## src/rtl/wb_stage.sv

```systemverilog
// Write-back stage: retires the instruction held in WB, drives the register-file port,
// forwarding bus and commit trace, and raises except_flush on exception/ertn commit.
// Optional retired-instruction counter enabled by defining WB_RETIRE_CNT_EN.
module wb_stage (
    input  logic        clk,
    input  logic        resetn,
    output logic        ws_allowin,
    input  logic        ms_to_ws_valid,
    input  logic [37:0] ms_rf_collect,
    input  logic [31:0] ms_pc,
    input  logic [6:0]  ms_to_ws_bus,
    input  logic [31:0] csr_eentry,
    input  logic [31:0] csr_era,
    output logic [37:0] ws_rf_collect,
    output logic        rf_we,
    output logic [4:0]  rf_waddr,
    output logic [31:0] rf_wdata,
    output logic [31:0] debug_wb_pc,
    output logic [3:0]  debug_wb_rf_we,
    output logic [4:0]  debug_wb_rf_wnum,
    output logic [31:0] debug_wb_rf_wdata,
    output logic        except_flush,
    output logic [31:0] flush_pc,
    output logic        ws_ex,
    output logic [5:0]  ws_ecode,
    output logic [31:0] ws_era,
    output logic        ws_ertn,
    output logic [31:0] ws_retire_cnt
);

    localparam int unsigned XLEN = 32;
    localparam int unsigned AW   = 5;
    localparam int unsigned EXW  = 7;

    localparam logic [5:0] ECODE_INT  = 6'h00;
    localparam logic [5:0] ECODE_ADEF = 6'h08;
    localparam logic [5:0] ECODE_ALE  = 6'h09;
    localparam logic [5:0] ECODE_SYS  = 6'h0B;
    localparam logic [5:0] ECODE_BRK  = 6'h0C;
    localparam logic [5:0] ECODE_INE  = 6'h0D;

    // Exception flag positions in the exception bus
    localparam int unsigned EX_ERTN = 0;
    localparam int unsigned EX_INT  = 1;
    localparam int unsigned EX_ADEF = 2;
    localparam int unsigned EX_ALE  = 3;
    localparam int unsigned EX_INE  = 4;
    localparam int unsigned EX_BRK  = 5;
    localparam int unsigned EX_SYS  = 6;

    logic            ws_valid;
    logic [XLEN-1:0] ws_pc;
    logic            ws_we;
    logic [AW-1:0]   ws_waddr;
    logic [XLEN-1:0] ws_wdata;
    logic [EXW-1:0]  ws_exc;
    logic            ws_ready_go;
    logic            load;

    assign ws_ready_go = 1'b1;
    assign ws_allowin  = ~ws_valid | ws_ready_go;
    // The instruction offered during a flush cycle is dropped, not captured
    assign load        = ms_to_ws_valid & ws_allowin & ~except_flush;

    always_ff @(posedge clk or negedge resetn) begin
        if (!resetn) begin
            ws_valid <= 1'b0;
            ws_pc    <= '0;
            ws_we    <= 1'b0;
            ws_waddr <= '0;
            ws_wdata <= '0;
            ws_exc   <= '0;
        end else begin
            ws_valid <= load;
            if (load) begin
                ws_pc    <= ms_pc;
                ws_we    <= ms_rf_collect[37];
                ws_waddr <= ms_rf_collect[36:32];
                ws_wdata <= ms_rf_collect[31:0];
                ws_exc   <= ms_to_ws_bus;
            end
        end
    end

    assign ws_ex   = ws_valid & (|ws_exc[EXW-1:1]);
    assign ws_ertn = ws_valid & ws_exc[EX_ERTN] & ~ws_ex;

    // Exception code by commit priority
    always_comb begin
        ws_ecode = '0;
        if (ws_ex) begin
            if (ws_exc[EX_INT])       ws_ecode = ECODE_INT;
            else if (ws_exc[EX_ADEF]) ws_ecode = ECODE_ADEF;
            else if (ws_exc[EX_INE])  ws_ecode = ECODE_INE;
            else if (ws_exc[EX_SYS])  ws_ecode = ECODE_SYS;
            else if (ws_exc[EX_BRK])  ws_ecode = ECODE_BRK;
            else if (ws_exc[EX_ALE])  ws_ecode = ECODE_ALE;
            else                      ws_ecode = '0;
        end
    end

    always_comb begin
        flush_pc = '0;
        if (ws_ex)        flush_pc = csr_eentry;
        else if (ws_ertn) flush_pc = csr_era;
    end

    assign ws_era       = ws_pc;
    assign except_flush = ws_ex | ws_ertn;

    assign rf_we         = ws_valid & ws_we & ~ws_ex;
    assign rf_waddr      = ws_waddr;
    assign rf_wdata      = ws_wdata;
    assign ws_rf_collect = {rf_we, ws_waddr, ws_wdata};

    assign debug_wb_pc       = ws_pc;
    assign debug_wb_rf_we    = {4{rf_we}};
    assign debug_wb_rf_wnum  = ws_waddr;
    assign debug_wb_rf_wdata = ws_wdata;

`ifdef WB_RETIRE_CNT_EN
    logic [XLEN-1:0] retire_cnt;

    // ertn retires normally and is counted
    always_ff @(posedge clk or negedge resetn) begin
        if (!resetn)                retire_cnt <= '0;
        else if (ws_valid & ~ws_ex) retire_cnt <= retire_cnt + XLEN'(1);
    end

    assign ws_retire_cnt = retire_cnt;
`else
    assign ws_retire_cnt = '0;
`endif

endmodule

```

## config.mk

```make
export PLATFORM = sky130hd
export DESIGN_NAME = wb_stage
export DESIGN_NICKNAME = d
export VERILOG_FILES = /design/src/rtl/wb_stage.sv
export SDC_FILE = /design/constraint.sdc
export NUM_CORES = 1
export LEC_CHECK = 0
export BUFFER_PORTS_ARGS = -buffer_cell sky130_fd_sc_hd__buf_2
export CAP_MARGIN = 20
export CORE_AREA = 3 3 155 157
export CTS_CLUSTER_DIAMETER = 30
export DETAILED_ROUTE_END_ITERATION = 6
export DIE_AREA = 0 0 158 160
export GPL_ROUTABILITY_DRIVEN = 0
export PLACE_DENSITY = 0.49
export SETUP_SLACK_MARGIN = 0.15
export SYNTH_ARGS = -nofsm -noshare
export SYNTH_HDL_FRONTEND = slang
export SYNTH_SLANG_ARGS = --single-unit
```

## constraint.sdc

```tcl
create_clock -name clk -period 1.69 [get_ports clk]
set_input_delay 0.169 -clock clk [delete_from_list [all_inputs] [get_ports clk]]
set_output_delay 0.169 -clock clk [all_outputs]
set_load 0.005 [all_outputs]
```

-- Yosys cells after proc, flatten, opt, wreduce, memory -nomap -nowiden
Index checks and enable logic that the tools add are counted.
- register bits after elaboration: 78
- input bits: 144
- output and inout port bits: 255
- logic and storage cells: 25
- mux-type cells: 9
- bitwise gates (word level): 9
- reduce and logical (&&, ||, !) cells: 1
- operator list (kind ; count):
    $mux 32 ; 2
    $mux 4 ; 7
    $and 1x1->1 ; 6
    $reduce_or 6->1 ; 1
    $not 1->1 ; 2
    $or 1x1->1 ; 1

-- Logic depth before layout (Yosys ltp)
Gate-level depths: netlist of the first run.
- word-level depth: 7
- gate-level depth with buffers: 5
- mapped depth without buffers: 3

-- Least setup slack after synthesis of the first run
Ideal clock, no wire load.
- path kind: register to output
- start point: reg ws_exc[5]
- end point: out debug_wb_rf_we[0]
- arrival time: 1.690 ns
- required time: 1.521 ns
- slack: -0.169 ns
- stages on the path, launching flop included: 6
- cells stage by stage: dfrtp_1 -> or4_1 -> nor3_1 -> buf_4 -> and3_1 -> buf_4
- cells in the longest elaborated chain, start to end: 4
- ends and longest elaborated chain (what ; RTL line ; RTL):
    start, declared ; 56 ; logic [EXW-1:0] ws_exc;
    start signal, assigned ; 80 ; ws_exc <= ms_to_ws_bus;
    $reduce_or 6->1 ; 85 ; assign ws_ex = ws_valid & (|ws_exc[EXW-1:1]);
    $and 1x1->1 ; 85 ;
    $not 1->1 ; 111 ; assign rf_we = ws_valid & ws_we & ~ws_ex;
    $and 1x1->1 ; 111 ;
    end, declared ; 19 ; output logic [3:0] debug_wb_rf_we,
No other way between the ends.

-- Worst setup path in the final report of the first run
- start point: reg ws_exc[3]
- end point: out flush_pc[27]
- cells in the longest elaborated chain, start to end: 6
- ends and longest elaborated chain (what ; RTL line ; RTL):
    $reduce_or 6->1 (*) ; 85 ;
    $and 1x1->1 (*) ; 85 ;
    $not 1->1 ; 86 ; assign ws_ertn = ws_valid & ws_exc[EX_ERTN] & ~ws_ex;
    $and 1x1->1 ; 86 ;
    $mux 32 ; 105 ; else if (ws_ertn) flush_pc = csr_era;
    $mux 32 (*) ; 104 ; if (ws_ex) flush_pc = csr_eentry;
    end, declared ; 23 ; output logic [31:0] flush_pc,
Mark *: on every way between the ends. The rest lies on a longest branch, timed or not.

==> impl_results.md, run 1 <==
* Worst vdd rail ir drop at 0.4790 mV
* Fraction of the yosys area taken by sequential cells at 40.75%
* Overall power at 6.788 mW
* Number of warnings printed during yosys synthesis at 0
* Number of hold violations in the final report at 0
* Buffer depth of the longest clock path at 2
* Reg2reg start: ws_exc[3]$_DFFE_PN0P_
* Layout Cell Area excl Fill at around 6900 um^2
* Number of buffers created by CTS at 9
* Time the final worst path needs with I/O delays and setup at 2.232 ns
* Largest area contributor in the synthesized netlist: sky130_fd_sc_hd__dfrtp_1
* Drt via density at 3.840
* Clock tree skew after final layout at roughly 0.009 ns
* RSZ-0062 raised after global routing: yes
* Power Dens Cells at 984.9 nW/um^2
* Std-Cell Core Area at between 20000 and 25000 um^2
* Vias at between 3000 and 4000
* Remaining global-route overflow at 0
* Utilization after layout at a little under a third
* Total of endpoints with negative setup slack in the final report at 119
* Clock tree from TritonCTS: done
* Area of the mapped netlist at 4790 um^2
* Synth top cells by count: sky130_fd_sc_hd__buf_4 (148), sky130_fd_sc_hd__dfrtp_1 (78), sky130_fd_sc_hd__mux2_2 (76)
* Status: finished, violations left
* Leakage at 3.554 nW
* Maxcap violations at 0
* Layout cell share with drive strength beyond 1 at 69.78%
* Violations in the final reports: negative setup slack
* Die Y at around 160 um
* Mean instance size in the synthesized netlist at between 10 and 15 um^2
* Ys async rst share at 100.0%
* Fraction of the cycle the final worst path needs at 132.1%
* Synthesis-to-finish area growth at 43.89%
* Hold Path Origin: ms_pc[28]
* Starting density of the core at roughly a fifth
* Via count of the first global-routing pass at between 3000 and 4000
* Sinks on Clock Net at 78
* ANT cells at 0
* Post-detailed-routing wire length at 16050 um
* Top cells by area, synth: sky130_fd_sc_hd__dfrtp_1 (41%), sky130_fd_sc_hd__buf_4 (23%), sky130_fd_sc_hd__mux2_2 (18%)
* Clock network latency to the later pin of the worst-skew pair at 0.34 ns
* CP Capture Type: primary output
* Biggest fanout along the worst timing path at 11
* Average routed wire per standard cell at 15.69 um
* Half-perimeter wire length after detailed placement at 11800 um
* Total placed cells including tap cells at 985
* Antenna Violating Nets Remaining at 0
* Die outline area at 25280 um^2
* Number of top-level pins at 399
* Count of buffers inserted at the top-level ports at 363
* Hold/Removal Path Class: in2reg
* Number of H-tree levels at 3
* Placement-stage worst setup slack at -0.2658 ns
* Final Net Count at just under 900
* Worst-case setup margin in the final layout at -0.5423 ns
* Antenna violations before repair at 2
* Pre-Repair DR Iteration Count at 4
* Floorplan die width at 158 um
* Worst-path clk slew at 0.06 ns
* Pin count of the biggest net entering global routing at 39
* Number of filler cells placed in the layout at 2404
* Total DRC errors in the routed layout at 0
* Main synth FF type: sky130_fd_sc_hd__dfrtp_1
* Final non-filler cell total at 1023
* EDFF count, synth at 0
* Number of rows in the core area at 55
* Global-route wire length before repair at 21340 um
* Critical Path RT at 1.52 ns
* Most frequent cell after synthesis: sky130_fd_sc_hd__buf_4
* Total of flip-flops plus latches after synthesis at 78
* Data arrival, critical path at 2.06 ns
* Timing startpoint of the critical path: ws_exc[3]$_DFFE_PN0P_
* Count of routing violations after the opening detailed-route iteration at 127
* Synth Instances at 445
* Root buf cell: sky130_fd_sc_hd__clkbuf_16
* Unique cell type count in the Yosys netlist at 25
* Class of the most critical setup path: reg2out
* Number of max-slew violations in the final report at 0
* Upper clock frequency limit at 448.0 MHz
* Global Route Usage Sum at between 10 and 15%
* Yosys top cell area share at 40.75%
* Instance area after placement at 6125 um^2
* Startpoint type of the worst setup path: flop
## repair_timing
action                     CTS  global route
setup buffers                5             7
gates cloned                 4             5
hold endpoints to repair    27             0
gates resized for setup     12            12
hold buffers                 1             0
setup endpoints to repair  120           123
pin swaps                    6             4
## power by group
group / internal [mW] / total [mW] / switching [mW]
Combinational: 1.25 / 2.18 / 0.927
Sequential: 2.21 / 2.50 / 0.300
Clock: 1.30 / 2.11 / 0.802
## through the flow
| step | hold slack (ns) | TNS (ns) |
|---|---|---|
| 6_report | 0.05608 | -37.99 |
| 5_1_grt | 0.03880 | -48.81 |
| 4_1_cts | 0.03850 | -31.74 |
| 3_5_place_dp | 0.1273 | -14.44 |
| 3_3_place_gp | 0.1291 | -12.35 |
| 2_1_floorplan | -0.1266 | -3.818 |
## registers in the layout, indices dropped and copies added, names as in the netlist
| name | flops |
|---|---|
| ws_valid | 1 |
| debug_wb_pc | 32 |
| debug_wb_rf_wdata | 32 |
| ws_exc | 7 |
| debug_wb_rf_wnum | 5 |
| ws_we | 1 |
## cells by family (layout without fill, tap and decap cells)
family	after synthesis	after routing	share of synthesized area (%)
buf+inv	170	430	26.20
mux	108	108	24.56
simple gates	81	81	7.184
flops	78	78	40.75
compound gates	6	6	1.150
other cells	2	35	0.1568
## worst paths after layout
check / to / slack, ns / depth (start not counted)
worst max-delay path: flush_pc[27] / -0.54 / 6
worst min-delay path: debug_wb_pc[28]$_DFFE_PN0P_ / 0.06 / 2
worst max register to register: debug_wb_pc[30]$_DFFE_PN0P_ / -0.28 / 7
worst min register to register: ws_we$_DFFE_PN0P_ / 0.51 / 1
max in group asynchronous: debug_wb_rf_wdata[1]$_DFFE_PN0P_ / 0.82 / 3
min in group asynchronous: debug_wb_rf_wdata[21]$_DFFE_PN0P_ / 0.32 / 2
## worst max-delay path, cell delays in order, from the launching register on
cell                      delay (ns)
sky130_fd_sc_hd__dfrtp_1        0.37
sky130_fd_sc_hd__or4_4          0.55
sky130_fd_sc_hd__nor3_4         0.16
sky130_fd_sc_hd__buf_12         0.16
sky130_fd_sc_hd__buf_12         0.14
sky130_fd_sc_hd__mux2i_1        0.20
sky130_fd_sc_hd__buf_2          0.14
## area by class of cell
type,count,area (um^2),area share (%)
Timing Repair Buffer,410,2464,35.75
Clock buffer,10,229.0,3.322
Inverter,4,15.01,0.2179
Sequential cell,78,1952,28.32
Clock inverter,6,93.84,1.362
Multi-Input combinational cell,230,1782,25.85
Tap cell,285,356.6,5.174
## cell usage in the layout (no fill, tap or decap), drive strengths merged
master and instances:
buf 404, nor2 5, clkinvlp 1, or4 1
clkbuf 14, nor4 1, bufbuf 1, nor3 2
dlygate4sd3 1, and2 2, nor3b 1, bufinv 2
inv 5, a211oi 1, o21ba 1, and3 2
mux2 76, clkinv 2, conb 35, a41oi 1
mux2i 32, nand2 66, a21boi 1, a311oi 1
dfrtp 78, a21oi 1, nor2b 1
## layer usage
layer / track usage (%) / wire [um]
met2: 20.25 / 8234
met5: 0 / 0
met4: 3.520 / 297
met3: 3.415 / 1652
met1: 11.64 / 5862
Power figures use the tool's default switching activity.
==> inputs of run 2 (changes only) <==
--- a/config.mk
+++ b/config.mk
@@ -6,11 +6,10 @@
 export NUM_CORES = 1
 export LEC_CHECK = 0
 export BUFFER_PORTS_ARGS = -buffer_cell sky130_fd_sc_hd__buf_2
-export CAP_MARGIN = 20
-export CORE_AREA = 3 3 155 157
+export CORE_AREA = 3 3 153 155
 export CTS_CLUSTER_DIAMETER = 30
 export DETAILED_ROUTE_END_ITERATION = 6
-export DIE_AREA = 0 0 158 160
+export DIE_AREA = 0 0 156 158
 export GPL_ROUTABILITY_DRIVEN = 0
 export PLACE_DENSITY = 0.49
 export SETUP_SLACK_MARGIN = 0.15
==> constraint.sdc (replaced) <==
create_clock -name clk -period 2.45 [get_ports clk]
set_input_delay 0.245 -clock clk [delete_from_list [all_inputs] [get_ports clk]]
set_output_delay 0.245 -clock clk [all_outputs]
set_load 0.005 [all_outputs]
==> impl_results.md, run 2 (same netlist as run 1, synthesis figures left out) <==
* Die Y at 158 um (was 160 um)
* Critical Path RT at 2.20 ns (was 1.52 ns)
* Total of endpoints with negative setup slack in the final report at 0 (was 119)
* Power Dens Cells at 685.4 nW/um^2 (was 984.9 nW/um^2)
* ANT cells at 0 (unchanged)
* Count of routing violations after the opening detailed-route iteration at 161 (was 127)
* Worst Reg-to-Reg Cells at 5 (was 7)
* Number of H-tree levels at 3 (unchanged)
* Synthesis-to-finish area growth at 34.25% (was 43.89%)
* RSZ-0062 raised after global routing: yes (unchanged)
* Pre-Repair DR Iteration Count at 4 (unchanged)
* Number of filler cells placed in the layout at 2347 (was 2404)
* Sinks on Clock Net at 78 (unchanged)
* Worst-path clk slew at 0.07 ns (was 0.06 ns)
* Number of hold violations in the final report at 0 (unchanged)
* Antenna violations before repair at 3 (was 2)
* Clock network latency to the later pin of the worst-skew pair at 0.34 ns (about the same)
* Antenna Violating Nets Remaining at 0 (unchanged)
* Hold Path End: debug_wb_rf_wdata[14]$_DFFE_PN0P_ (was debug_wb_pc[28]$_DFFE_PN0P_)
* Clock tree from TritonCTS: done (unchanged)
* Layout cell share with drive strength beyond 1 at 67.80% (was 69.78%)
* Hold Path Origin: ms_rf_collect[14] (was ms_pc[28])
* Class of the most critical setup path: reg2out (unchanged)
* Post-detailed-routing wire length at 14520 um (was 16050 um)
* Number of buffers created by CTS at 9 (unchanged)
* Pin count of the biggest net entering global routing at 78 (was 39)
* Average routed wire per standard cell at 14.70 um (was 15.69 um)
* Global-route wire length before repair at 20220 um (was 21340 um)
* Worst r2r dst: debug_wb_pc[7]$_DFFE_PN0P_ (was debug_wb_pc[30]$_DFFE_PN0P_)
* Via count of the first global-routing pass at 3572 (was 3777)
* Upper clock frequency limit at 429.8 MHz
* Rel. slew slack at 63.81%
* Biggest fanout along the worst timing path at 6 (was 11)
* Slowest cell on the critical path: sky130_fd_sc_hd__or4_4 (unchanged)
* Maxcap violations at 0 (unchanged)
* Hold/Removal Path Class: in2reg (unchanged)
* Leakage at 3.303 nW (was 3.554 nW)
* Cell depth of the worst hold path at 2 (unchanged)
* Remaining global-route overflow at 0 (unchanged)
* Sequential cell area at 1953 um^2 (was 1952 um^2)
* Global Route Usage Sum at 10.60% (was 10.93%)
* Worst vdd rail ir drop at 0.3336 mV (was 0.4790 mV)
* Final total negative setup slack at 0 ns (was -37.99 ns)
* Data arrival, critical path at 2.08 ns (was 2.06 ns)
* Drt via density at 3.867 (was 3.840)
* Fraction of the cycle the final worst path needs at 94.96%
* Root buf cell: sky130_fd_sc_hd__clkbuf_16 (unchanged)
* Reg2reg start: ws_exc[5]$_DFFE_PN0P_ (was ws_exc[3]$_DFFE_PN0P_)
* Sum of routed wire segments on met1 at 5253 um (was 5862 um)
* Starting density of the core at 21.81% (was 21.16%)
* Area taken by multi-input logic gates at 1743 um^2 (was 1782 um^2)
* Highest routed layer: met5 (was met4)
* Die outline area at 24650 um^2 (was 25280 um^2)
* Half-perimeter wire length after detailed placement at 11400 um (was 11800 um)
* Slack of the worst reg-to-reg path at 0.62 ns (was -0.28 ns)
* Number of top-level pins at 399 (unchanged)
* Number of rows in the core area at 54 (was 55)
* Count of buffers inserted at the top-level ports at 363 (unchanged)
* Vias at 3821 (was 3928)
* Utilization after layout at 29.28% (was 30.44%)
* CP Capture Type: primary output (unchanged)
* Std-Cell Core Area at 21960 um^2 (was 22640 um^2)
* Number of max-slew violations in the final report at 0 (unchanged)
* Final Net Count at 847 (was 877)
* Delay of the slowest critical-path stage at 0.55 ns (about the same)
* Clock tree skew after final layout at 0.008471 ns (was 0.008977 ns)
* WL met3 at 1544 um (was 1652 um)
* Buffer depth of the longest clock path at 2 (unchanged)
* Total DRC errors in the routed layout at 0 (unchanged)
* Most common cell after layout, fill and taps aside: sky130_fd_sc_hd__buf_2 (unchanged)
* Highest-count cells in the layout ignoring fill and taps: sky130_fd_sc_hd__buf_2 (361), sky130_fd_sc_hd__dfrtp_1 (77), sky130_fd_sc_hd__mux2_2 (76) (was sky130_fd_sc_hd__buf_2 (362), sky130_fd_sc_hd__dfrtp_1 (78), sky130_fd_sc_hd__mux2_2 (76))
* Time the final worst path needs with I/O delays and setup at between 2 and 2.5 ns
* Floorplan die width at 156 um (was 158 um)
* Met2 WL at 7473 um (was 8234 um)
* Worst-Margin Slew at about 0.54 ns
* Status: finished clean (was finished, violations left)
* Startpoint type of the worst setup path: flop (unchanged)
* Cells along the critical path: or4_4 -> nor3_4 -> buf_12 -> buf_6 -> mux2i_1 -> buf_2 (was or4_4 -> nor3_4 -> buf_12 -> buf_12 -> mux2i_1 -> buf_2)
-- run 2: cell types whose count changed in the layout (fill, tap and decap cells not counted), sizes merged --
cell	change
buf	-26
bufbuf	-1
bufinv	-1
clkbuf	-3
clkinv	+1
-- run 2: repair_timing --
item | 4_1_cts | 5_1_grt
hold buffers | 1 | 0
gates resized for setup | 14 | 3
gates cloned | 1 | 1
pin swaps | 1 | 2
setup buffers | 4 | 0
hold endpoints to repair | 39 | 0
setup endpoints to repair | 40 | 40
-- run 2: worst max path at each step --
stage / end / slack [ns] / startpoint / depth (start not counted)
global route: flush_pc[10] / 0.02 / ws_exc[5]$_DFFE_PN0P_ / 6
CTS: flush_pc[20] / 0.06 / ws_exc[5]$_DFFE_PN0P_ / 6
global placement: ws_rf_collect[37] / 0.30 / ws_exc[4]$_DFFE_PN0P_ / 5
floorplan: debug_wb_rf_we[0] / 0.52 / ws_exc[5]$_DFFE_PN0P_ / 5
finish: flush_pc[20] / 0.12 / ws_exc[5]$_DFFE_PN0P_ / 6
detailed placement: ws_rf_collect[37] / 0.27 / ws_exc[4]$_DFFE_PN0P_ / 5
-- run 2: per-stage QoR --
step	hold WS [ns]	instance area, um^2	power (mW)	std cells	setup slack (ns)
6_report	0.1339	6430	4.407	988	0.1235
5_1_grt	0.1140	6430	4.691	988	0.01989
4_1_cts	0.1128	6391	4.500	987	0.05630
3_5_place_dp	0.2737	5972	3.061	965	0.2664
3_3_place_gp	0.2679	5972	3.058	965	0.2981
2_1_floorplan	-0.05059	4913	2.690	478	0.5152
-- run 2: where the power goes --
group	switching (mW)	leakage, nW	total (mW)	internal (mW)
Sequential	0.212	0.913	1.73	1.52
Combinational	0.570	2.24	1.30	0.731
Clock	0.551	0.149	1.37	0.822
-- run 2: final cells by class --
| class | count | area share, % |
|---|---|---|
| Clock buffer | 10 | 3.717 |
| Clock inverter | 6 | 1.070 |
| Sequential cell | 78 | 30.38 |
| Timing Repair Buffer | 380 | 32.05 |
| Inverter | 4 | 0.2335 |
| Tap cell | 280 | 5.449 |
| Multi-Input combinational cell | 230 | 27.11 |
-- run 2: metal layers --
metal | vias to the layer above | global-route usage, %
met5 | - | 0
met3 | 19 | 3.827
li1 | 1787 | -
met2 | 244 | 19.13
met1 | 1769 | 11.58
met4 | 2 | 3.406
-- run 2: worst max-delay path, delay by kind of cell, from the launching register on --
family,cells,cell delay (ns)
buffers and inverters,3,0.43
and+or+nand+nor,2,0.74
muxes,1,0.19
DFF,1,0.37
==> inputs of run 3 (changes only) <==
--- a/config.mk
+++ b/config.mk
@@ -5,11 +5,12 @@
 export SDC_FILE = /design/constraint.sdc
 export NUM_CORES = 1
 export LEC_CHECK = 0
+export ABC_AREA = 1
 export BUFFER_PORTS_ARGS = -buffer_cell sky130_fd_sc_hd__buf_2
-export CORE_AREA = 3 3 153 155
+export CORE_AREA = 3 3 152 154
 export CTS_CLUSTER_DIAMETER = 30
 export DETAILED_ROUTE_END_ITERATION = 6
-export DIE_AREA = 0 0 156 158
+export DIE_AREA = 0 0 155 157
 export GPL_ROUTABILITY_DRIVEN = 0
 export PLACE_DENSITY = 0.49
 export SETUP_SLACK_MARGIN = 0.15
==> impl_results.md, run 3 <==
* Status: finished clean (unchanged)
* Number of top-level pins at 399 (unchanged)
* Antenna violations before repair at 0 (was 3)
* RSZ-0062 raised after global routing: no (was yes)
* Area of the mapped netlist at 4833 um^2 (was 4790 um^2)
* Worst r2r dst: debug_wb_rf_wnum[4]$_DFFE_PN0P_ (was debug_wb_pc[7]$_DFFE_PN0P_)
* Std-Cell Core Area at 21820 um^2 (was 21960 um^2)
* Main synth FF type: sky130_fd_sc_hd__dfrtp_1 (unchanged)
* Maxcap violations at 0 (unchanged)
* Total of endpoints with negative setup slack in the final report at 0 (unchanged)
* Overall power at 5.631 mW (was 4.407 mW)
* Leakage at 3.868 nW (was 3.303 nW)
* Antenna Violating Nets Remaining at 0 (unchanged)
* Slack of the worst reg-to-reg path at 0.65 ns (was 0.62 ns)
* Remaining global-route overflow at 0 (unchanged)
* Data arrival, critical path at 1.84 ns (was 2.08 ns)
* Half-perimeter wire length after detailed placement at 12440 um (was 11400 um)
* Worst-path clk slew at 0.06 ns (was 0.07 ns)
* Yosys top cell area share at 40.38% (was 40.75%)
* Reg2reg start: ws_exc[6]$_DFFE_PN0P_ (was ws_exc[5]$_DFFE_PN0P_)
* Buffer depth of the longest clock path at 2 (unchanged)
* Fraction of the yosys area taken by sequential cells at 40.38% (was 40.75%)
* Largest area contributor in the synthesized netlist: sky130_fd_sc_hd__dfrtp_1 (unchanged)
* Placement-stage worst setup slack at 0.6300 ns (was 0.2664 ns)
* Time the final worst path needs with I/O delays and setup at 2.082 ns (was 2.327 ns)
* Hold Path End: debug_wb_rf_wdata[21]$_DFFE_PN0P_ (was debug_wb_rf_wdata[14]$_DFFE_PN0P_)
* Startpoint type of the worst setup path: flop (unchanged)
* Number of H-tree levels at 3 (unchanged)
* Die outline area at 24340 um^2 (was 24650 um^2)
* Number of rows in the core area at 54 (unchanged)
* Cell depth of the worst hold path at 3 (was 2)
* Global-route wire length before repair at 24030 um (was 20220 um)
* Critical Path RT at 2.20 ns (about the same)
* Top cells by area, synth: sky130_fd_sc_hd__dfrtp_1 (40%), sky130_fd_sc_hd__buf_4 (23%), sky130_fd_sc_hd__nand2_1 (20%) (was sky130_fd_sc_hd__dfrtp_1 (41%), sky130_fd_sc_hd__buf_4 (23%), sky130_fd_sc_hd__mux2_2 (18%))
* Number of buffers created by CTS at 9 (unchanged)
* Count of routing violations after the opening detailed-route iteration at 247 (was 161)
* Rel. slew slack at 65.46% (was 63.81%)
* Drt via density at 4.025 (was 3.867)
* Sinks on Clock Net at 78 (unchanged)
* Worst Reg-to-Reg Cells at 7 (was 5)
* Number of max-slew violations in the final report at 0 (unchanged)
* Hold/Removal Path Class: in2reg (unchanged)
* Worst-Margin Slew at 0.5181 ns (was 0.5428 ns)
* Clock tree from TritonCTS: done (unchanged)
* Highest-count cells in the layout ignoring fill and taps: sky130_fd_sc_hd__buf_2 (362), sky130_fd_sc_hd__nand2_1 (254), sky130_fd_sc_hd__dfrtp_1 (78) (was sky130_fd_sc_hd__buf_2 (361), sky130_fd_sc_hd__dfrtp_1 (77), sky130_fd_sc_hd__mux2_2 (76))
* Synth top cells by count: sky130_fd_sc_hd__nand2_1 (255), sky130_fd_sc_hd__buf_4 (149), sky130_fd_sc_hd__dfrtp_1 (78) (was sky130_fd_sc_hd__buf_4 (148), sky130_fd_sc_hd__dfrtp_1 (78), sky130_fd_sc_hd__mux2_2 (76))
* CP Capture Type: primary output (unchanged)
* Pre-Repair DR Iteration Count at 4 (unchanged)
* Unique cell type count in the Yosys netlist at 18 (was 25)
* Mean instance size in the synthesized netlist at 7.758 um^2 (was 10.76 um^2)
* Worst-case setup margin in the final layout at 0.3681 ns (was 0.1235 ns)
* Synthesis-to-finish area growth at 28.81% (was 34.25%)
* Total of flip-flops plus latches after synthesis at 78 (unchanged)
* Fraction of the cycle the final worst path needs at 84.98% (was 94.96%)
* Utilization after layout at 28.53% (was 29.28%)
* Most common cell after layout, fill and taps aside: sky130_fd_sc_hd__buf_2 (unchanged)
* Floorplan die width at 155 um (was 156 um)
* Most frequent cell after synthesis: sky130_fd_sc_hd__nand2_1 (was sky130_fd_sc_hd__buf_4)
* Biggest fanout along the worst timing path at 33 (was 6)
* Layout cell share with drive strength beyond 1 at 45.52% (was 67.80%)
* Vias at 4589 (was 3821)
* Post-detailed-routing wire length at 16320 um (was 14520 um)
* Global Route Usage Sum at 12.33% (was 10.60%)
* Number of hold violations in the final report at 0 (unchanged)
* Number of warnings printed during yosys synthesis at 0 (unchanged)
* Power Dens Cells at 904.4 nW/um^2 (was 685.4 nW/um^2)
* Count of buffers inserted at the top-level ports at 363 (unchanged)
* Class of the most critical setup path: reg2out (unchanged)
* Root buf cell: sky130_fd_sc_hd__clkbuf_16 (unchanged)
* Starting density of the core at 22.15% (was 21.81%)
* Ys async rst share at 100.0% (unchanged)
* Upper clock frequency limit at 480.3 MHz (was 429.8 MHz)
* Synth Instances at 623 (was 445)
* Via count of the first global-routing pass at 4152 (was 3572)
* Die Y at 157 um (was 158 um)
* Clock tree skew after final layout at 0.005836 ns (was 0.008471 ns)
* EDFF count, synth at 0 (unchanged)
* Hold Path Origin: ms_rf_collect[21] (was ms_rf_collect[14])
* Final total negative setup slack at 0 ns (unchanged)
* Worst vdd rail ir drop at 0.3044 mV (was 0.3336 mV)
* Average routed wire per standard cell at 14.32 um (was 14.70 um)
* Final Net Count at 999 (was 847)
* Pin count of the biggest net entering global routing at 79 (was 78)
* Clock network latency to the later pin of the worst-skew pair at 0.33 ns (was 0.34 ns)
* Total DRC errors in the routed layout at 0 (unchanged)
==> run 3: area by class of cell <==
cell class	instances	area [um^2]
diodes	1	2.502
repair buffers	373	1938
clock inverters	4	23.77
flip-flops and latches	78	1952
well taps	280	350.3
fillers	2460	15600
clock buffers	11	242.7
inverters	11	43.79
multi-input cells	382	1673
==> run 3: worst max path at each step <==
stage / slack [ns] / depth (start not counted) / from / end
floorplan: 0.99 / 8 / ws_exc[4]$_DFFE_PN0P_ / flush_pc[22]
global placement: 0.65 / 7 / ws_exc[5]$_DFFE_PN0P_ / ws_ecode[0]
detailed placement: 0.63 / 7 / ws_exc[6]$_DFFE_PN0P_ / debug_wb_pc[22]$_DFFE_PN0P_
CTS: 0.28 / 7 / ws_exc[5]$_DFFE_PN0P_ / ws_ecode[0]
global route: 0.17 / 9 / ws_exc[4]$_DFFE_PN0P_ / flush_pc[17]
finish: 0.37 / 9 / ws_exc[6]$_DFFE_PN0P_ / flush_pc[17]
==> run 3: power breakdown <==
| part | internal, mW | switching (mW) | total [mW] | leakage [nW] |
|---|---|---|---|---|
| clock | 0.705 | 0.519 | 1.22 | 0.135 |
| combinational | 1.07 | 1.22 | 2.29 | 2.77 |
| sequential | 1.72 | 0.396 | 2.12 | 0.960 |
| total | 3.49 | 2.14 | 5.63 | 3.87 |
==> run 3: critical path, cell delays in order, from the launching register on <==
cell and delay [ns]:
sky130_fd_sc_hd__dfrtp_1 0.40, sky130_fd_sc_hd__nor2_1 0.21, sky130_fd_sc_hd__nand3_2 0.15, sky130_fd_sc_hd__inv_1 0.08, sky130_fd_sc_hd__nand2_1 0.05, sky130_fd_sc_hd__inv_1 0.06
sky130_fd_sc_hd__buf_6 0.24, sky130_fd_sc_hd__nand2_1 0.14, sky130_fd_sc_hd__nand2_1 0.07, sky130_fd_sc_hd__buf_2 0.10
==> run 3: cells by family (layout without fill, tap and decap cells) <==
family	after synthesis	after routing	synth area share, %
DFF	78	78	40.38
other	2	36	0.1554
buffers and inverters	196	399	27.88
AOI/OAI and AO/OA	4	4	0.5176
and+or+nand+nor	343	343	31.06
==> run 3: per-layer routing <==
metal  up-vias  share of wire [%]  GRT usage [%]
met3         7                7.4          3.134
met4         0               0.95          2.607
met2       190                 50          20.71
li1       2283                  -              -
met5         -                  0              0
met1      2109                 42          16.11
==> run 3: what timing repair did <==
action	in CTS	in global routing
endpoints found under the setup margin	0	10
buffers inserted	0	0
resized for setup	0	3
hold endpoints to repair	33	0
hold buffers	1	0
==> run 3: per-stage QoR <==
| step | instances | instance area [um^2] | hold slack (ns) |
|---|---|---|---|
| after detailed placement | 1123 | 5941 | 0.2434 |
| after global placement | 1123 | 5941 | 0.2340 |
| after CTS | 1139 | 6217 | 0.1396 |
| after global routing | 1139 | 6223 | 0.1508 |
| after floorplan | 656 | 4957 | -0.05059 |
| final | 1140 | 6226 | 0.1598 |
